**src/rtl/argmax_classifier.sv**
```systemverilog
// Sequential argmax over NUM_CLASSES snapshotted scores: one class per edge, results after NUM_CLASSES+1 edges.
// Tracks top1/top2 to report the winning index, its score, the top1-top2 margin, ties and a confidence flag.
module argmax_classifier #(
  parameter int NUM_CLASSES = 10,
  parameter int SCORE_W     = 32,
  parameter int IDX_W       = 4,
  parameter bit SIGNED_MODE = 1'b1
) (
  input  logic                           clk_clk,
  input  logic                           reset_reset,
  input  logic                           start,
  input  logic [NUM_CLASSES*SCORE_W-1:0] scores,
  input  logic [SCORE_W-1:0]             min_margin,
  output logic                           busy,
  output logic                           done,
  output logic [IDX_W-1:0]               inference,
  output logic [SCORE_W-1:0]             best_score,
  output logic [SCORE_W-1:0]             margin,
  output logic                           tie,
  output logic                           confident
);

  typedef enum logic [1:0] {IDLE, SCAN, DONE} state_t;

  localparam logic [SCORE_W-1:0] MIN_VAL =
    SIGNED_MODE ? {1'b1, {(SCORE_W-1){1'b0}}} : '0;
  localparam logic [IDX_W-1:0] LAST_IDX = IDX_W'(NUM_CLASSES - 1);

  state_t                         state_q, state_d;
  logic [NUM_CLASSES*SCORE_W-1:0] snap_q, snap_d;
  logic [SCORE_W-1:0]             min_margin_q, min_margin_d;
  logic [IDX_W-1:0]               cnt_q, cnt_d;
  logic [SCORE_W-1:0]             top1_q, top1_d;
  logic [SCORE_W-1:0]             top2_q, top2_d;
  logic [IDX_W-1:0]               idx_q, idx_d;
  logic                           done_q, done_d;
  logic [IDX_W-1:0]               inference_q, inference_d;
  logic [SCORE_W-1:0]             best_q, best_d;
  logic [SCORE_W-1:0]             margin_q, margin_d;
  logic                           tie_q, tie_d;
  logic                           conf_q, conf_d;
  logic [SCORE_W-1:0]             s_cur;
  logic [SCORE_W-1:0]             diff;

  function automatic logic gt(input logic [SCORE_W-1:0] a, input logic [SCORE_W-1:0] b);
    if (SIGNED_MODE) return $signed(a) > $signed(b);
    else             return a > b;
  endfunction

  always_comb begin
    s_cur = '0;
    for (int k = 0; k < NUM_CLASSES; k++) begin
      if (cnt_q == IDX_W'(k)) s_cur = snap_q[k*SCORE_W +: SCORE_W];
    end
  end

  // top1 >= top2 is invariant, so this never wraps.
  assign diff = top1_q - top2_q;

  always_comb begin
    state_d      = state_q;
    snap_d       = snap_q;
    min_margin_d = min_margin_q;
    cnt_d        = cnt_q;
    top1_d       = top1_q;
    top2_d       = top2_q;
    idx_d        = idx_q;
    done_d       = 1'b0;
    inference_d  = inference_q;
    best_d       = best_q;
    margin_d     = margin_q;
    tie_d        = tie_q;
    conf_d       = conf_q;
    case (state_q)
      IDLE: begin
        if (start) begin
          snap_d       = scores;
          min_margin_d = min_margin;
          cnt_d        = '0;
          state_d      = SCAN;
        end
      end
      SCAN: begin
        if (cnt_q == '0) begin
          top1_d = s_cur;
          top2_d = MIN_VAL;
          idx_d  = '0;
        end else if (gt(s_cur, top1_q)) begin
          top2_d = top1_q;
          top1_d = s_cur;
          idx_d  = cnt_q;
        end else if (gt(s_cur, top2_q)) begin
          top2_d = s_cur;
        end
        if (cnt_q == LAST_IDX) state_d = DONE;
        else                   cnt_d   = cnt_q + IDX_W'(1);
      end
      DONE: begin
        done_d      = 1'b1;
        inference_d = idx_q;
        best_d      = top1_q;
        margin_d    = diff;
        tie_d       = (NUM_CLASSES >= 2) && (diff == '0);
        conf_d      = (diff >= min_margin_q) && !((NUM_CLASSES >= 2) && (diff == '0));
        state_d     = IDLE;
      end
      default: state_d = IDLE;
    endcase
  end

  always_ff @(posedge clk_clk or posedge reset_reset) begin
    if (reset_reset) begin
      state_q      <= IDLE;
      snap_q       <= '0;
      min_margin_q <= '0;
      cnt_q        <= '0;
      top1_q       <= '0;
      top2_q       <= '0;
      idx_q        <= '0;
      done_q       <= 1'b0;
      inference_q  <= '0;
      best_q       <= '0;
      margin_q     <= '0;
      tie_q        <= 1'b0;
      conf_q       <= 1'b0;
    end else begin
      state_q      <= state_d;
      snap_q       <= snap_d;
      min_margin_q <= min_margin_d;
      cnt_q        <= cnt_d;
      top1_q       <= top1_d;
      top2_q       <= top2_d;
      idx_q        <= idx_d;
      done_q       <= done_d;
      inference_q  <= inference_d;
      best_q       <= best_d;
      margin_q     <= margin_d;
      tie_q        <= tie_d;
      conf_q       <= conf_d;
    end
  end

  // busy spans E0 through the DONE edge; derived from state so reset clears it at once.
  assign busy       = (state_q != IDLE);
  assign done       = done_q;
  assign inference  = inference_q;
  assign best_score = best_q;
  assign margin     = margin_q;
  assign tie        = tie_q;
  assign confident  = conf_q;

endmodule

```
**config.mk**
```make
export PLATFORM = sky130hd
export DESIGN_NAME = argmax_classifier
export DESIGN_NICKNAME = d
export VERILOG_FILES = /design/src/rtl/argmax_classifier.sv
export SDC_FILE = /design/constraint.sdc
export NUM_CORES = 1
export LEC_CHECK = 0
export ABC_CLOCK_PERIOD_IN_PS = 37700
export CAP_MARGIN = 20
export CORE_MARGIN = 10
export CORE_UTILIZATION = 30
export CTS_CLUSTER_SIZE = 30
export DETAILED_ROUTE_END_ITERATION = 16
export HOLD_SLACK_MARGIN = 0.15
export PLACE_DENSITY = 0.58
export SLEW_MARGIN = 40
export SYNTH_ARGS = -nofsm -noshare
export SYNTH_HDL_FRONTEND = slang
export SYNTH_SLANG_ARGS = --single-unit
```
**constraint.sdc**
```tcl
create_clock -name clk_clk -period 37.7 [get_ports clk_clk]
set_clock_uncertainty 0.05 [all_clocks]
set_input_delay 7.54 -clock clk_clk [delete_from_list [all_inputs] [get_ports clk_clk]]
set_output_delay 7.54 -clock clk_clk [all_outputs]
set_load 0.005 [all_outputs]
```
* Yosys cells after proc, flatten, opt, wreduce, memory -nomap -nowiden
Index checks and enable logic that the tools add are counted.
** Storage, ports and cells
- Flip-flop bits (word level) :: 497
- Bits in latches :: 0
- Bits in writable memories :: 0
- Bits in read-only memories :: 0
- Output and inout port bits :: 72
- Memories :: 0
** Cells by class
- Add/subtract/negate cells :: 2
- Multipliers :: 0
- Divide/modulo/power cells :: 0
- Magnitude comparators :: 3
- Equal/unequal tests :: 14
- Shift operators :: 0
- Multiplexer cells :: 29
- Bitwise operators :: 0
- Reductions and logical operators :: 14
** Operators by type and width (count)
- 32-bit 2-to-1 mux :: 15
- 32-bit > comparator :: 2
- 32-bit >= comparator :: 1
- 32-bit zero test :: 1
- 32-bit subtractor :: 1
- 4-bit by 3-bit == test with 1-bit output (second input constant) :: 4
- 4-bit 2-to-1 mux :: 4
- 4-bit by 2-bit == test with 1-bit output (second input constant) :: 2
- 4-bit == test (second input constant) :: 2
- 4-bit case mux with 2 select lines :: 1
- 2-bit AND reduction :: 4
- 1-bit 2-to-1 mux :: 6
- 2-bit != test (second input constant) :: 3
- 2-bit nonzero test :: 3
- 4-bit by 1-bit adder with 4-bit output (second input constant) :: 1
- 4-bit by 1-bit == test with 1-bit output (second input constant) :: 1
- 4-bit zero test :: 1
- 2-bit 2-to-1 mux :: 2
- 2-bit case mux with 2 select lines :: 1
- 3-bit AND reduction :: 1
- 3-bit nonzero test :: 1
- 2-bit by 1-bit == test with 1-bit output (second input constant) :: 1
- 2-bit == test (second input constant) :: 1
- 2-bit zero test :: 1
- other kinds (2) :: 2

* Depth between registers and ports, before layout
Gate-level depths: netlist of the first run.
- Depth in word-level cells :: 20
- Gate-level depth with buffers :: 24
- Depth with buffers taken out :: 23

* Worst setup path after synthesis of the first run
No wires, ideal clock.
- Path kind :: input port to flip-flop
- From :: input port start
- To :: register snap_q[100]
- Setup time :: 0.125 ns
- Arrival time :: 8.851 ns
- Setup slack :: 28.674 ns
- Cell stages on the path :: 5
- Path through :: inv_1 -> nor2_1 -> clkbuf_1 -> clkbuf_1 -> mux2_2
** Between the ends
- Cells in the longest elaborated chain, start to end :: 1
** Ends and longest elaborated chain
- start, declared :: RTL line 11 : input logic start,
- 2-bit AND reduction (no source line)
- end signal, assigned :: RTL line 128 : snap_q <= snap_d;
- end, declared :: RTL line 30 : logic [NUM_CLASSES*SCORE_W-1:0] snap_q, snap_d;
Every way passes these cells.
A chain may end at the register's enable or synchronous reset.

* Worst setup path after layout of the first run
- From :: input port start
- To :: register snap_q[281]
The elaborated chain is that of the path after synthesis.

==> results of run 1 <==
-- cell type report --
type                    count  share of cell area (%)
well taps                1080                    4.14
inverters                 128                    1.51
flip-flops and latches    497                    38.1
diodes                      2                  0.0153
multi-input cells        1478                    35.9
repair buffers            466                    14.3
clock buffers              79                    5.02
clock inverters            22                    1.07
-- report_power, final --
part           switching, mW  internal (mW)  leakage [nW]  total (mW)
combinational           1.19          0.915          6.89        2.11
sequential             0.150          0.802          6.07       0.952
clock                  0.234          0.351         0.974       0.585
-- worst max-delay path: cells and delay by family --
kind	cells	cell delay, ns
mux	1	0.42
buf+inv	4	1.59
simple gates	1	0.40
-- state kept, by name (all words and copies together), names as in the netlist, 32 cells and up --
register,count
best_score,32
top1_q,32
margin,32
snap_q,320
min_margin_q,32
top2_q,32
-- stage by stage --
| step | std cells | area (um2) | worst slack [ns] | power [mW] |
|---|---|---|---|---|
| floorplan | 2240 | 25100 | 16.24 | 2.39 |
| CTS | 3747 | 32600 | 28.00 | 3.67 |
| finish | 3752 | 32600 | 28.08 | 3.65 |
| global placement | 3639 | 30500 | 26.29 | 2.98 |
| detailed placement | 3646 | 30600 | 27.32 | 3.07 |
| global route | 3750 | 32600 | 28.00 | 3.95 |
-- synthesized netlist by cell type (all sizes together) (30+ instances only) --
library cell	number
dfrtp	497
mux2	353
nand2	190
o21ai	185
ha	131
inv	128
clkbuf	117
a221o	66
nor2	65
a21oi	64
a31oi	35
mux2i	35
a221oi	34
nor4	33
a22oi	31
o22ai	30
-- final timing paths --
kind	from	to	slack, ns	cells after the start
max in group asynchronous	reset_reset	snap_q[89]	28.49	4
hold / removal	margin[28]	margin[28]	0.43	2
setup reg to reg	cnt_q[1]	top2_q[26]	30.81	21
hold reg to reg	margin[28]	margin[28]	0.43	2
min in group asynchronous	reset_reset	snap_q[259]	7.36	2
setup / recovery	start	snap_q[281]	28.08	6
-- cell families (layout without fill, tap and decap cells) --
family / Yosys count / in the layout / synth area share [%]
fa+ha+maj: 132 / 132 / 6.60
buf+inv: 265 / 695 / 4.18
xor+xnor: 27 / 27 / 0.941
simple gates: 401 / 401 / 7.46
mux: 388 / 388 / 17.2
flops: 497 / 497 / 49.5
other cells: 0 / 2 / 0
compound gates: 530 / 530 / 14.1
-- metal layers --
metal  wire length (um)  global-route usage [%]  part of all wire, %  vias up
li1                   -                       -                    -     8978
met1              37800                    22.8                   45     9616
met2              39100                    27.9                   46      538
met3               5740                    4.81                  6.8      121
met4               1650                    3.62                  1.9       38
met5                247                       0                 0.29        -
==> summary.md, run 1 <==
| Metric | Value |
|---|---|
| Synth async-reset ratio | between 90% and 100% |
| Synth top area cells | dfrtp_1 49%, mux2_2 15%, ha_1 6.5%, o21ai_0 3.6%, nand2_1 2.8% |
| Syn Nets | ~2,700 |
| DP Wirelength | ~64 mm |
| Achievable frequency | 104 MHz |
| Final #Nets | around 3,100 |
| Critical-path cell list | clkdlybuf4s50_1 -> inv_1 -> nor2_4 -> buf_12 -> buf_6 -> mux2_2 |
| Max VDD drop | roughly 0.13 mV |
| FP Rows | between 100 and 150 |
| Leak | 13.9 nW |
| Setup crit start kind | input pin |
| Yosys cell types | 66 |
| # DRC | 0 |
| Layout cells sized above 1 | approximately a fifth |
| WS Path Type | input pin to flip-flop |
| Part of the Yosys area used for sequential elements | 49.5% |
| CP arrival | approximately 10 ns |
| Yosys top cell by area | dfrtp_1 |
| Final Critical Period | between 9 and 10 ns |
| Routed WL per cell | ~23 um |
| Cell area power density | approximately 110 mW/mm2 |
| Io pins | 427 |
| Postcts setup bufs | 0 |
| Synth Cell Area | 0.0251 mm2 |
| Commonest non-fill, non-tap cell in the layout | dfrtp_1 |
| Gr usage total | ~17% |
| Clock Latency Late Sink | approximately 0.63 ns |
| Clk buf depth | 3 |
| Final WL | ~85 mm |
| Die Ht | ~310 um |
| H-tree Lvls | 2 |
| TritonCTS clock tree | yes |
| Reg clk slew, reported paths | around 0.06 ns |
| Register Area | 0.0124 mm2 |
| Number of synthesized register bits | 497 |
| RSZ-0062 raised after global routing | false |
| Crit path required time | about 38 ns |
| Clk sinks | 497 |
| Crit-path slowest cell | buf_6 |
| Vias in the first global route | slightly above 20,000 |
| Syn avg cell area | around 11 um2 |
| Initial core utilization | a little under a third |
| EDFF count, synth | 0 |
| Max-capacitance violation count | 0 |
| Finish-stage setup viols | 0 |
| Largest net degree at the start of global routing | 110 |
| Worst Setup End Kind | flip-flop |
| Via count | a little under 20,000 |
| Share of the synthesized area in the top cell type | between 40% and 50% |
| Slew margin rel. | 45.0% |
| Worst path max stage delay | 0.65 ns |
| First-pass GRT wire length | 128 mm |
| Vias/cell | a little over 5 |
| DIE AREA | approximately 0.096 mm2 |
| Synthesized instance count | 2,240 |
| Total CTS buffers | 56 |
| Worst-Margin Slew | a little over 0.8 ns |
| Core Footprint | 0.0833 mm2 |
| Layout area overhead | 29.9% |
| Status | finished clean |
| Area of the multi-input gates | around 0.012 mm2 |
| Hold Violations, Final | 0 |
| GP Congestion | 0.919 |
| Slew Viols, Final | 0 |
| Fin crit share | approximately a quarter |
| Clock root buffer | clkbuf_16 |
| Critical Path Fanout Max | between 80 and 90 |
| HP Class | flip-flop to flip-flop |
| YS warnings | 0 |
| Pre-antenna DRT Iters | 7 |
| Resized cells post-CTS | 0 |
| Antenna violations before repair | 21 |
| Hold_buf cts | 0 |
| Layout Utilization | about two fifths |
| Most frequent cells in the layout | 497 x dfrtp_1, 426 x clkdlybuf4s50_1, 345 x mux2_2 |
| TNS Setup | 0 ns |
| IO Port Bufs | roughly 430 |
| Worst hold margin | approximately 0.43 ns |
| Prevailing post-synth register cell | dfrtp_1 |
| GRT overflow | 0 |
| Die X | 309 um |
| Final ANT Viol Nets | 0 |
| Fillers | 8,040 |
| DR iter-0 viols | 1,078 |
(Power assumes the default switching activity.)
==> inputs of run 2 (changes only) <==
--- a/config.mk
+++ b/config.mk
@@ -5,14 +5,14 @@
 export SDC_FILE = /design/constraint.sdc
 export NUM_CORES = 1
 export LEC_CHECK = 0
-export ABC_CLOCK_PERIOD_IN_PS = 37700
+export ABC_CLOCK_PERIOD_IN_PS = 8000
 export CAP_MARGIN = 20
 export CORE_MARGIN = 10
 export CORE_UTILIZATION = 30
 export CTS_CLUSTER_SIZE = 30
 export DETAILED_ROUTE_END_ITERATION = 16
 export HOLD_SLACK_MARGIN = 0.15
-export PLACE_DENSITY = 0.58
+export PLACE_DENSITY = 0.6
 export SLEW_MARGIN = 40
 export SYNTH_ARGS = -nofsm -noshare
 export SYNTH_HDL_FRONTEND = slang
==> constraint.sdc (replaced) <==
create_clock -name clk_clk -period 8 [get_ports clk_clk]
set_clock_uncertainty 0.05 [all_clocks]
set_input_delay 1.6 -clock clk_clk [delete_from_list [all_inputs] [get_ports clk_clk]]
set_output_delay 1.6 -clock clk_clk [all_outputs]
set_load 0.005 [all_outputs]
==> run 2 against run 1 <==
  * Critical path depth increased by 13
  * Total power rose to 4.7 times the previous value
  * Cell count down 0.24%
  * Flip-flop and latch count unchanged
  * Clock power rose to 4.8 times the previous value
  * Wire length rose by 0.94%
  * Sequential share of layout area hardly changed
  * Highest routed layer unchanged
  * Non-clock buffer count decreased by 12
==> summary.md, run 2 (synthesized netlist as in run 1, its figures left out) <==
| Metric | Value |
|---|---|
| Reg clk slew, reported paths | 0.06 ns (about the same) |
| Initial core utilization | 30.2% (unchanged) |
| Fin crit share | 75.7% |
| Largest Register | snap_q (unchanged) |
| WS Path Type | flip-flop to flip-flop (was input pin to flip-flop) |
| Setup crit start kind | flip-flop (was input pin) |
| Clk sinks | 497 (unchanged) |
| Reg2reg start | cnt_q[1] (unchanged) |
| DR iter-0 viols | 1,298 (was 1,078) |
| DP Wirelength | 65.5 mm (was 64.3 mm) |
| Max-capacitance violation count | 0 (unchanged) |
| Leak | 13.9 nW (about the same) |
| DIE AREA | 0.0957 mm2 (unchanged) |
| Resized cells post-CTS | 0 (unchanged) |
| Status | finished clean (unchanged) |
| Worst Setup EP | top1_q[27] (was snap_q[281]) |
| Final Critical Period | around 6.1 ns |
| Finish-stage setup viols | 0 (unchanged) |
| Final WL | 85.3 mm (was 84.5 mm) |
| Critical Path Stages | 19 (was 6) |
| Crit-path slowest cell | a221oi_1 (was buf_6) |
| HP Class | flip-flop to flip-flop (unchanged) |
| Pre-antenna DRT Iters | 6 (was 7) |
| Critical Path Fanout Max | 41 (was 86) |
| Clock Latency Late Sink | 0.64 ns (was 0.63 ns) |
| Vias in the first global route | 19,700 (was 20,500) |
| Number of flip-flops in the largest register | 320 (unchanged) |
| Slew Viols, Final | 0 (unchanged) |
| CP arrival | 6.50 ns (was 10.06 ns) |
| Reg2reg end | top1_q[27] (was top2_q[26]) |
| Gr usage total | 17.4% (was 17.3%) |
| Layout Cells excl Fill | 3,743 (was 3,752) |
| Layout Utilization | 39.2% (about the same) |
| Hold_buf cts | 0 (unchanged) |
| Critical path startpoint | cnt_q[1] (was start) |
| Commonest non-fill, non-tap cell in the layout | dfrtp_1 (unchanged) |
| Worst hold margin | 0.420 ns (was 0.427 ns) |
| TritonCTS clock tree | yes (unchanged) |
| GP Congestion | 0.876 (was 0.919) |
| Die Ht | 309 um (unchanged) |
| Worst-Margin Slew | 0.902 ns (was 0.824 ns) |
| Achievable frequency | 165 MHz |
| Worst R2R Path Depth | 19 (was 21) |
| Clock root buffer | clkbuf_16 (unchanged) |
| Most frequent cells in the layout | 497 x dfrtp_1, 426 x clkdlybuf4s50_1, 345 x mux2_2 (unchanged) |
| FF-to-FF setup slack | 1.95 ns (was 30.81 ns) |
| IO Port Bufs | 426 (unchanged) |
| FP Rows | 106 (unchanged) |
| Postcts setup bufs | 0 (unchanged) |
| Total CTS buffers | 57 (was 56) |
| Crit path required time | 8.45 ns (was 38.13 ns) |
| Final #Nets | 3,103 (was 3,114) |
| Dpl ws | 1.97 ns (was 27.32 ns) |
| # DRC | 0 (unchanged) |
| Layout cells sized above 1 | 18.2% (was 18.7%) |
| RSZ-0062 raised after global routing | false (unchanged) |
| Worst Setup End Kind | flip-flop (unchanged) |
| H-tree Lvls | 2 (unchanged) |
| Critical-path cell list | inv_1 -> ha_1 -> nor4b_2 -> buf_4 -> a221o_1 -> o21ai_0 -> o21ai_0 -> a221oi_1 -> nor2_1 -> ha_1 -> and3_1 -> a221o_1 -> a221o_1 -> a31o_1 -> a211o_1 -> mux2i_4 -> o21ai_4 -> buf_4 -> mux2_2 (was clkdlybuf4s50_1 -> inv_1 -> nor2_4 -> buf_12 -> buf_6 -> mux2_2) |
| GRT overflow | 0 (unchanged) |
| Crit path top cell by count | a221o_1 |
| Routed WL per cell | 22.8 um (was 22.5 um) |
| Placed Instances | 3,636 (was 3,646) |
| Core Footprint | 0.0833 mm2 (unchanged) |
| Setup slack after layout | 1.95 ns (was 28.08 ns) |
| Max VDD drop | 0.865 mV (was 0.132 mV) |
| Layout area overhead | 29.9% (about the same) |
| First-pass GRT wire length | 126 mm (was 128 mm) |
| CP delay by family, top | compound AO/OA/AOI/OAI gates (was buffers and inverters) |
| Hold Violations, Final | 0 (unchanged) |
| Vias/cell | 5.12 (was 5.14) |
| Worst path max stage delay | 0.59 ns (was 0.65 ns) |
| Via count | 19,200 (was 19,300) |
| Die X | 309 um (unchanged) |
| Hold path cells | 2 (unchanged) |
| Largest net degree at the start of global routing | 134 (was 110) |
| Cell area power density | 525 mW/mm2 (was 112 mW/mm2) |
| Io pins | 427 (unchanged) |
| Final ANT Viol Nets | 0 (unchanged) |
| Bufs and invs on worst path | 3 (was 4) |
| Antenna violations before repair | 31 (was 21) |
| Slew margin rel. | 39.9% (was 45.0%) |
| TNS Setup | 0 ns (unchanged) |
| Clk buf depth | 3 (unchanged) |
| Fillers | 8,179 (was 8,040) |
run 2: cell count changes in the layout (fill, tap and decap cells not counted), moves of 2 or more:
| cell | previous run | this run |
|---|---|---|
| buf_12 | 1 | 5 |
| buf_16 | 3 | 5 |
| buf_6 | 7 | 1 |
| clkinv_2 | 9 | 7 |
| clkbuf_8 | 15 | 12 |
| clkinvlp_4 | 2 | 5 |
| buf_2 | 5 | 0 |
| buf_4 | 22 | 17 |
| clkbuf_1 | 8 | 12 |
| clkbuf_16 | 56 | 58 |
run 2: worst min path at each step:
stage / slack (ns) / endpoint / from
3_5_place_dp: 0.41 / margin[19] / margin[19]
6_report: 0.42 / margin[19] / margin[19]
4_1_cts: 0.43 / margin[19] / margin[19]
2_1_floorplan: 0.38 / inference[3] / idx_q[3]
3_3_place_gp: 0.41 / margin[17] / margin[17]
5_1_grt: 0.44 / margin[7] / margin[7]
run 2: worst register-to-register path, delay by kind of cell, from the launching register on:
| family | cells | cell delay [ns] |
|---|---|---|
| compound gates | 9 | 2.57 |
| fa+ha+maj | 2 | 0.85 |
| buf+inv | 3 | 0.94 |
| flops | 1 | 0.41 |
| mux | 2 | 0.62 |
| simple gates | 3 | 0.48 |
run 2: per-stage QoR:
step / cell area (um2) / power (mW)
floorplan: 25100 / 11.3
global placement: 30500 / 14.2
detailed placement: 30600 / 14.4
CTS: 32600 / 17.3
global route: 32600 / 18.5
finish: 32600 / 17.1
run 2: cell type report:
type / instances / area [um2] / share of cell area [%]
clock inverters: 21 / 344 / 1.05
diodes: 3 / 7.51 / 0.0230
well taps: 1080 / 1350 / 4.14
clock buffers: 82 / 1660 / 5.09
inverters: 128 / 484 / 1.48
flip-flops and latches: 497 / 12400 / 38.1
multi-input cells: 1478 / 11700 / 35.9
repair buffers: 454 / 4640 / 14.2
run 2: routing by layer:
metal  vias to the layer above  track usage (%)  wire, um
li1                       8983                -         -
met1                      9402             23.4     38400
met2                       564             27.1     38300
met3                       148             5.49      6600
met4                        54             3.73      1660
met5                         -                0       393
run 2: report_power, final:
group | internal [mW] | leakage [nW] | switching (mW)
Sequential | 3.78 | 6.07 | 0.808
Combinational | 4.27 | 6.85 | 5.48
Clock | 1.67 | 0.969 | 1.12
Total | 9.72 | 13.9 | 7.41
